===== src/rtl/opamp_sar_reader_pkg.sv =====
// Shared types and constants for the op-amp output SAR conversion controller.
package opamp_sar_reader_pkg;

  typedef enum logic [1:0] {StIdle, StAcq, StConv, StDone} state_e;

  localparam int unsigned DefWidth     = 12;
  localparam int unsigned DefAcqCyc    = 4;
  localparam int unsigned DefSettleCyc = 2;
  localparam int unsigned TimerW       = 16;

  // Edges from the start-sampling edge to the edge that raises res_valid.
  function automatic int unsigned conv_latency(input int unsigned width,
                                               input int unsigned acq_cyc,
                                               input int unsigned settle_cyc);
    return acq_cyc + width * settle_cyc + 1;
  endfunction

endpackage


===== src/rtl/opamp_sar_reader_settle_timer.sv =====
// Loadable down-counter shared by acquisition and per-bit settling; pulses expire
// during the final counted cycle.
module sar_settle_timer #(
  parameter int unsigned CntW = 16
) (
  input  logic            clk,
  input  logic            rst_n,
  input  logic            load,
  input  logic [CntW-1:0] load_val,
  output logic            expire
);

  logic [CntW-1:0] cnt_q, cnt_d;

  always_comb begin
    cnt_d = cnt_q;
    if (load) begin
      cnt_d = load_val;
    end else if (cnt_q != '0) begin
      cnt_d = cnt_q - 1'b1;
    end
  end

  always_ff @(posedge clk or negedge rst_n) begin
    if (!rst_n) begin
      cnt_q <= '0;
    end else begin
      cnt_q <= cnt_d;
    end
  end

  assign expire = (cnt_q == CntW'(1));

endmodule


===== src/rtl/opamp_sar_reader.sv =====
// SAR conversion controller: sample/hold and DAC trial sequencing, comparator-driven
// bit decisions, and a valid/ready result port with sticky overrun.
module opamp_sar_reader
  import opamp_sar_reader_pkg::*;
#(
  parameter int unsigned WIDTH      = DefWidth,
  parameter int unsigned ACQ_CYC    = DefAcqCyc,
  parameter int unsigned SETTLE_CYC = DefSettleCyc
) (
  input  logic             clk,
  input  logic             rst_n,
  input  logic             start,
  input  logic             abort,
  input  logic             cmp,
  output logic             sample,
  output logic [WIDTH-1:0] dac_code,
  output logic             busy,
  output logic [WIDTH-1:0] res_data,
  output logic             res_valid,
  input  logic             res_ready,
  output logic             overrun
);

  localparam int unsigned IdxW = $clog2(WIDTH);
  localparam logic [WIDTH-1:0] One = {{(WIDTH-1){1'b0}}, 1'b1};

  state_e             state_q, state_d;
  logic [IdxW-1:0]    idx_q, idx_d;
  logic [WIDTH-1:0]   trial_q, trial_d;
  logic               timer_load, timer_exp;
  logic [TimerW-1:0]  timer_val;

  logic               sample_d, busy_d, res_valid_d, overrun_d;
  logic [WIDTH-1:0]   dac_d, res_data_d;
  logic               done, xfer;

  sar_settle_timer #(
    .CntW(TimerW)
  ) u_timer (
    .clk     (clk),
    .rst_n   (rst_n),
    .load    (timer_load),
    .load_val(timer_val),
    .expire  (timer_exp)
  );

  always_comb begin
    state_d    = state_q;
    idx_d      = idx_q;
    trial_d    = trial_q;
    timer_load = 1'b0;
    timer_val  = TimerW'(SETTLE_CYC);
    unique case (state_q)
      StIdle: begin
        if (start) begin
          state_d    = StAcq;
          idx_d      = IdxW'(WIDTH - 1);
          trial_d    = '0;
          timer_load = 1'b1;
          timer_val  = TimerW'(ACQ_CYC);
        end
      end
      StAcq: begin
        if (abort) begin
          state_d = StIdle;
        end else if (timer_exp) begin
          state_d    = StConv;
          timer_load = 1'b1;
        end
      end
      StConv: begin
        if (abort) begin
          state_d = StIdle;
        end else if (timer_exp) begin
          trial_d[idx_q] = cmp;
          if (idx_q == '0) begin
            state_d = StDone;
          end else begin
            idx_d      = idx_q - 1'b1;
            timer_load = 1'b1;
          end
        end
      end
      StDone: state_d = StIdle;
      default: state_d = StIdle;
    endcase
  end

  // Outputs are registered from next-state values so they align with the state.
  always_comb begin
    sample_d = (state_d == StAcq);
    busy_d   = (state_d != StIdle);
    dac_d    = (state_d == StConv) ? (trial_d | (One << idx_d)) : '0;
  end

  assign done = (state_q == StDone);
  assign xfer = res_valid & res_ready;

  always_comb begin
    res_data_d  = done ? trial_q : res_data;
    res_valid_d = done | (res_valid & ~res_ready);
    overrun_d   = overrun;
    if (done && res_valid && !res_ready) begin
      overrun_d = 1'b1;
    end else if (xfer && !done) begin
      overrun_d = 1'b0;
    end
  end

  always_ff @(posedge clk or negedge rst_n) begin
    if (!rst_n) begin
      state_q   <= StIdle;
      idx_q     <= '0;
      trial_q   <= '0;
      sample    <= 1'b0;
      busy      <= 1'b0;
      dac_code  <= '0;
      res_data  <= '0;
      res_valid <= 1'b0;
      overrun   <= 1'b0;
    end else begin
      state_q   <= state_d;
      idx_q     <= idx_d;
      trial_q   <= trial_d;
      sample    <= sample_d;
      busy      <= busy_d;
      dac_code  <= dac_d;
      res_data  <= res_data_d;
      res_valid <= res_valid_d;
      overrun   <= overrun_d;
    end
  end

endmodule


===== config.mk =====
export PLATFORM = sky130hd
export DESIGN_NAME = opamp_sar_reader
export DESIGN_NICKNAME = d
export VERILOG_FILES = /design/src/rtl/opamp_sar_reader_pkg.sv /design/src/rtl/opamp_sar_reader_settle_timer.sv /design/src/rtl/opamp_sar_reader.sv
export SDC_FILE = /design/constraint.sdc
export NUM_CORES = 1
export LEC_CHECK = 0
export ABC_CLOCK_PERIOD_IN_PS = 3000
export CORE_ASPECT_RATIO = 1.2
export CORE_MARGIN = 5
export CORE_UTILIZATION = 50
export CTS_CLUSTER_SIZE = 24
export DETAILED_ROUTE_END_ITERATION = 12
export GPL_ROUTABILITY_DRIVEN = 0
export GPL_TIMING_DRIVEN = 0
export PLACE_DENSITY = 0.72
export SETUP_SLACK_MARGIN = 0.05
export SLEW_MARGIN = 30
export SYNTH_ARGS = -nofsm -noshare
export SYNTH_HDL_FRONTEND = slang
export SYNTH_SLANG_ARGS = --single-unit

===== constraint.sdc =====
create_clock -name clk -period 3 [get_ports clk]
set_input_delay 0.3 -clock clk [delete_from_list [all_inputs] [get_ports clk]]
set_output_delay 0.3 -clock clk [all_outputs]
set_load 0.02 [all_outputs]

==> summary by stage <==
Power and ir drop
The cell-internal power is 1728 uW. Power spread over the standard cell area amounts to 683.0 mW/mm2. The completed layout was analyzed and its total power is 2619 uW. The highest ir drop seen on vdd is 654.3 uV. Registers are responsible for 39.0% of the overall power. The clock power share is 31.0%. The net switching fraction of the power is 34.01%.

The part of the power in combinational logic is 29.9%. The static leakage is 0.001723 uW. For this design the total switching power over the nets is 890.7 uW.

Timing
The hold violation count in the final report is 0. Setup repair after global routing left no endpoint under its margin. After layout, the worst path uses 91.57% of the clock period. For the pin with the worst max-slew slack, the measured transition is 0.6959 ns. Setup violations remaining at the end of the flow were counted as 0. For this run, the top clock speed supported by timing is 364.0 MHz. Hold timing on the final database bottoms out at a slack of 0.3912 ns. The headroom to the max-slew limit is 53.40%.

The final max-slew violation count is 0. The clock arrives with 0.007707 ns of skew. The slack of the critical path is 0.2528 ns.

The final period demand of the worst path is 2.747 ns.

Worst setup path
In this run the worst path has a maximum fanout of 6. Data on the critical path is required at its endpoint by 3.26 ns. The launch point of the worst reg-to-reg path is idx_q[1]. The kind of critical path is register to register.

The nature of the critical path endpoint is a register. Data on the critical path arrives at its endpoint at 3.00 ns. Counting cells, the worst reg-to-reg path comes to 10. The capture point of the worst reg-to-reg path is dac_code[9]. The sort of element at the start of the critical path is a register. The setup slack on the worst flop-to-flop path is 0.25 ns.

Clock network
The clock latency on the worst-skew pair is 0.35 ns. The number of buffers added by the clock tree synthesis step is 9. Counting along the longest clock path gives a buffer depth of 2. The clock tree from TritonCTS is yes. The number of clock sinks is 62. The maximum level of the CTS H-tree is 3.

The cell chosen for the clock root is sky130_fd_sc_hd__clkbuf_8. The clock-pin slew on the worst setup and hold paths is 0.07 ns.

Yosys
The synthesized area per cell is 10.12 um2. The async set-or-reset flop fraction in the synthesized netlist is 100.0%. Synthesis inferred 62 register bits. In the post-synthesis netlist, the biggest area contributors are sky130_fd_sc_hd__dfrtp_1 50%, sky130_fd_sc_hd__mux2_2 4.3%, sky130_fd_sc_hd__nand2_1 4.0%.

When the netlist entered floorplanning its net count stood at 322. The sequential fraction of the synthesis area is 49.80%. Ranked by instance count, the synthesized netlist is headed by 62 x sky130_fd_sc_hd__dfrtp_1, 33 x sky130_fd_sc_hd__nand2_1, 22 x sky130_fd_sc_hd__nor2_1.

The cell area that synthesis handed to floorplanning was 0.003115 mm2. The share of synthesized area in the top cell type comes to 49.80%. The most common flop cell mapped by yosys is sky130_fd_sc_hd__dfrtp_1. The most frequent cell after synthesis is sky130_fd_sc_hd__dfrtp_1.

The cell count after synthesis came out at 308. Summed over all instances, the cell type with the most area after synthesis is sky130_fd_sc_hd__dfrtp_1. The number of distinct library cell variants in the gate-level netlist after synthesis is 45. In this run, synthesis inferred 0 flip-flops with an integrated enable. Yosys printed 0 warnings.

Placed design
Once placement finished, the instance area stood at 0.003566 mm2. Input and output buffers added on the ports amount to 33. Once detailed placement completed, the half-perimeter wirelength came to 5.211 mm. The cell count after placement is 424. The worst slack after detailed placement is 0.07384 ns.

Global route
The met2 global-route usage is 33.89%. The via count of the first global-routing pass is 2470. For met3 alone, demand over resource in global routing was 3.618%. The met1 global-route usage is 22.84%. Entering global routing, the biggest net connects 37 pins.

The global routing's busiest layer is met2. Global routing consumed, over all layers together, 19.83% of the routing resources. The initial antenna violation count is 0. The remaining global-route overflow is 0. The wire length of the first global-routing pass is 11.68 mm.

Floorplan
The die boundary height is 96.47 um. The core region area is 0.006051 mm2. The die extent in x is 82.06 um.

For this configuration, the core starts out at a cell density of 51.49%. Row generation in the floorplan step produced 31 rows. The die covers 0.007916 mm2. For this design the top-level I/O count stands at 34.

Drt
After detailed routing, the average wire length per cell comes to 15.64 um. The number of antenna-violating nets in the routed design is 0. The violation count after the first detailed-routing iteration is 113. For this run, design rule violations remaining after detail routing come to 0. Using the TritonRoute via totals, the vias-per-cell ratio works out to 5.575.

The first-pass iteration count of the detailed router is 4. The detailed-route via count is 2481. The total detailed-routing wirelength is 6.960 mm.

Worst hold path
The worst hold path belongs to the class input port to asynchronous set/reset pin.

Finish
The final layout contains 372 nets. Relative to the synthesized area, the layout overhead comes to 23.05%. The post-route cell area is 0.003834 mm2.

The fraction of final layout cells with drive strength greater than 1 is 13.50%. 0 antenna diodes ended up in the layout. The number of standard cells in the final layout excluding fillers is 445.

Job
The number of max-cap violations is 0.

Outcome
The flow ran to the end, and the final reports show no timing, DRC or antenna violations.
power groups by stage:
stage                     logic, uW  registers [uW]  clock network (uW)
after floorplan                 579            1040                   0
after global placement          761            1030                   0
after detailed placement        782            1040                   0
after CTS                       788            1020                 827
after global routing            881            1040                 868
final                           784            1020                 812
metal layers:
metal	share of wire, %	routed length [um]
met5	0	0
met1	41	2865
met3	4.1	286
met4	3.6	248
met2	51	3560
area by class of cell:
class	count	area (um2)
fill	537	2217
sequential	62	1551
multi-input combinational	215	1445
timing repair buffer	39	387.9
clock buffer	10	137.6
tap	82	102.6
clock inverter	6	85.08
buffer	16	65.06
inverter	15	58.81
how the worst max path moves through the flow:
stage,from,to,slack [ns],cells past startpoint
after detailed placement,idx_q[1],dac_code[9],0.07,8
after global routing,idx_q[1],dac_code[9],0.09,10
after global placement,rst_n,idx_q[0],-0.24,1
final,idx_q[1],dac_code[9],0.25,10
after floorplan,idx_q[1],dac_code[9],0.55,9
after CTS,idx_q[1],dac_code[9],0.15,9
kinds of logic (layout without fill, tap and decap cells):
| logic type | after synthesis | count (layout) | synth area share (%) |
|---|---|---|---|
| buffers and inverters | 31 | 86 | 3.976 |
| flip-flops | 62 | 62 | 49.80 |
| XOR/XNOR | 13 | 13 | 3.655 |
| adder cells (fa/ha/maj) | 8 | 8 | 3.213 |
| AND/OR/NAND/NOR | 134 | 134 | 23.69 |
| AO/OA/AOI/OAI | 48 | 48 | 11.33 |
| multiplexers | 12 | 12 | 4.337 |
registers in the layout, summed over array words and instances, names as in the netlist, 2 cells and up:
signal / count
res_data: 12
state_q: 2
idx_q: 4
u_timer.cnt_q: 16
dac_code: 12
trial_q: 12
per-stage QoR:
| step | setup TNS (ns) | utilization, % |
|---|---|---|
| after CTS | 0 | 62.86 |
| after detailed placement | 0 | 58.93 |
| after floorplan | 0 | - |
| final | 0 | 63.36 |
| after global placement | -14.69 | 58.64 |
| after global routing | 0 | 63.36 |
placed cells by master, fill, tap and decap left out, types with 2 or more instances in the layout:
| master | instances |
|---|---|
| sky130_fd_sc_hd__nor2b_1 | 7 |
| sky130_fd_sc_hd__clkinv_2 | 2 |
| sky130_fd_sc_hd__a21oi_1 | 6 |
| sky130_fd_sc_hd__ha_1 | 8 |
| sky130_fd_sc_hd__nand3_1 | 14 |
| sky130_fd_sc_hd__xor2_1 | 9 |
| sky130_fd_sc_hd__nand2_1 | 33 |
| sky130_fd_sc_hd__and2_1 | 6 |
| sky130_fd_sc_hd__nand4_1 | 18 |
| sky130_fd_sc_hd__mux2_2 | 12 |
| sky130_fd_sc_hd__clkbuf_1 | 14 |
| sky130_fd_sc_hd__buf_4 | 6 |
| sky130_fd_sc_hd__nor4_1 | 2 |
| sky130_fd_sc_hd__nand4b_1 | 2 |
| sky130_fd_sc_hd__clkbuf_8 | 10 |
| sky130_fd_sc_hd__clkdlybuf4s50_1 | 32 |
| sky130_fd_sc_hd__or2_2 | 2 |
| sky130_fd_sc_hd__nor4b_1 | 2 |
| sky130_fd_sc_hd__clkinvlp_4 | 2 |
| sky130_fd_sc_hd__and3_1 | 7 |
| sky130_fd_sc_hd__xnor2_1 | 4 |
| sky130_fd_sc_hd__o21a_1 | 3 |
| sky130_fd_sc_hd__dfrtp_1 | 62 |
| sky130_fd_sc_hd__nand3b_1 | 3 |
| sky130_fd_sc_hd__bufinv_16 | 2 |
| sky130_fd_sc_hd__o211ai_1 | 9 |
| sky130_fd_sc_hd__a21o_1 | 2 |
| sky130_fd_sc_hd__nor2_1 | 22 |
| sky130_fd_sc_hd__o41a_1 | 2 |
| sky130_fd_sc_hd__o21ai_0 | 5 |
| sky130_fd_sc_hd__or4_1 | 2 |
| sky130_fd_sc_hd__a31oi_1 | 13 |
| sky130_fd_sc_hd__inv_1 | 13 |
| sky130_fd_sc_hd__nor3_1 | 6 |
| sky130_fd_sc_hd__o21ba_2 | 3 |
| sky130_fd_sc_hd__nor3b_2 | 2 |
worst max-delay path: stages, from the launching register on:
cell and delay [ns]:
sky130_fd_sc_hd__dfrtp_1 0.48, sky130_fd_sc_hd__inv_1 0.12, sky130_fd_sc_hd__ha_1 0.29, sky130_fd_sc_hd__nor3b_2 0.22, sky130_fd_sc_hd__nor2b_1 0.23, sky130_fd_sc_hd__nand4_4 0.13
sky130_fd_sc_hd__a221oi_4 0.26, sky130_fd_sc_hd__buf_4 0.19, sky130_fd_sc_hd__inv_4 0.06, sky130_fd_sc_hd__or4_1 0.47, sky130_fd_sc_hd__a31oi_1 0.19
repair_timing:
item | 4_1_cts | 5_1_grt
hold endpoints to repair | 26 | 0
gates resized for setup | 1 | 0
buffers inserted | 0 | 4
hold buffers | 1 | 0
pin swaps | 0 | 1
setup endpoints to repair | 1 | 1
(Power assumes the default switching activity.)
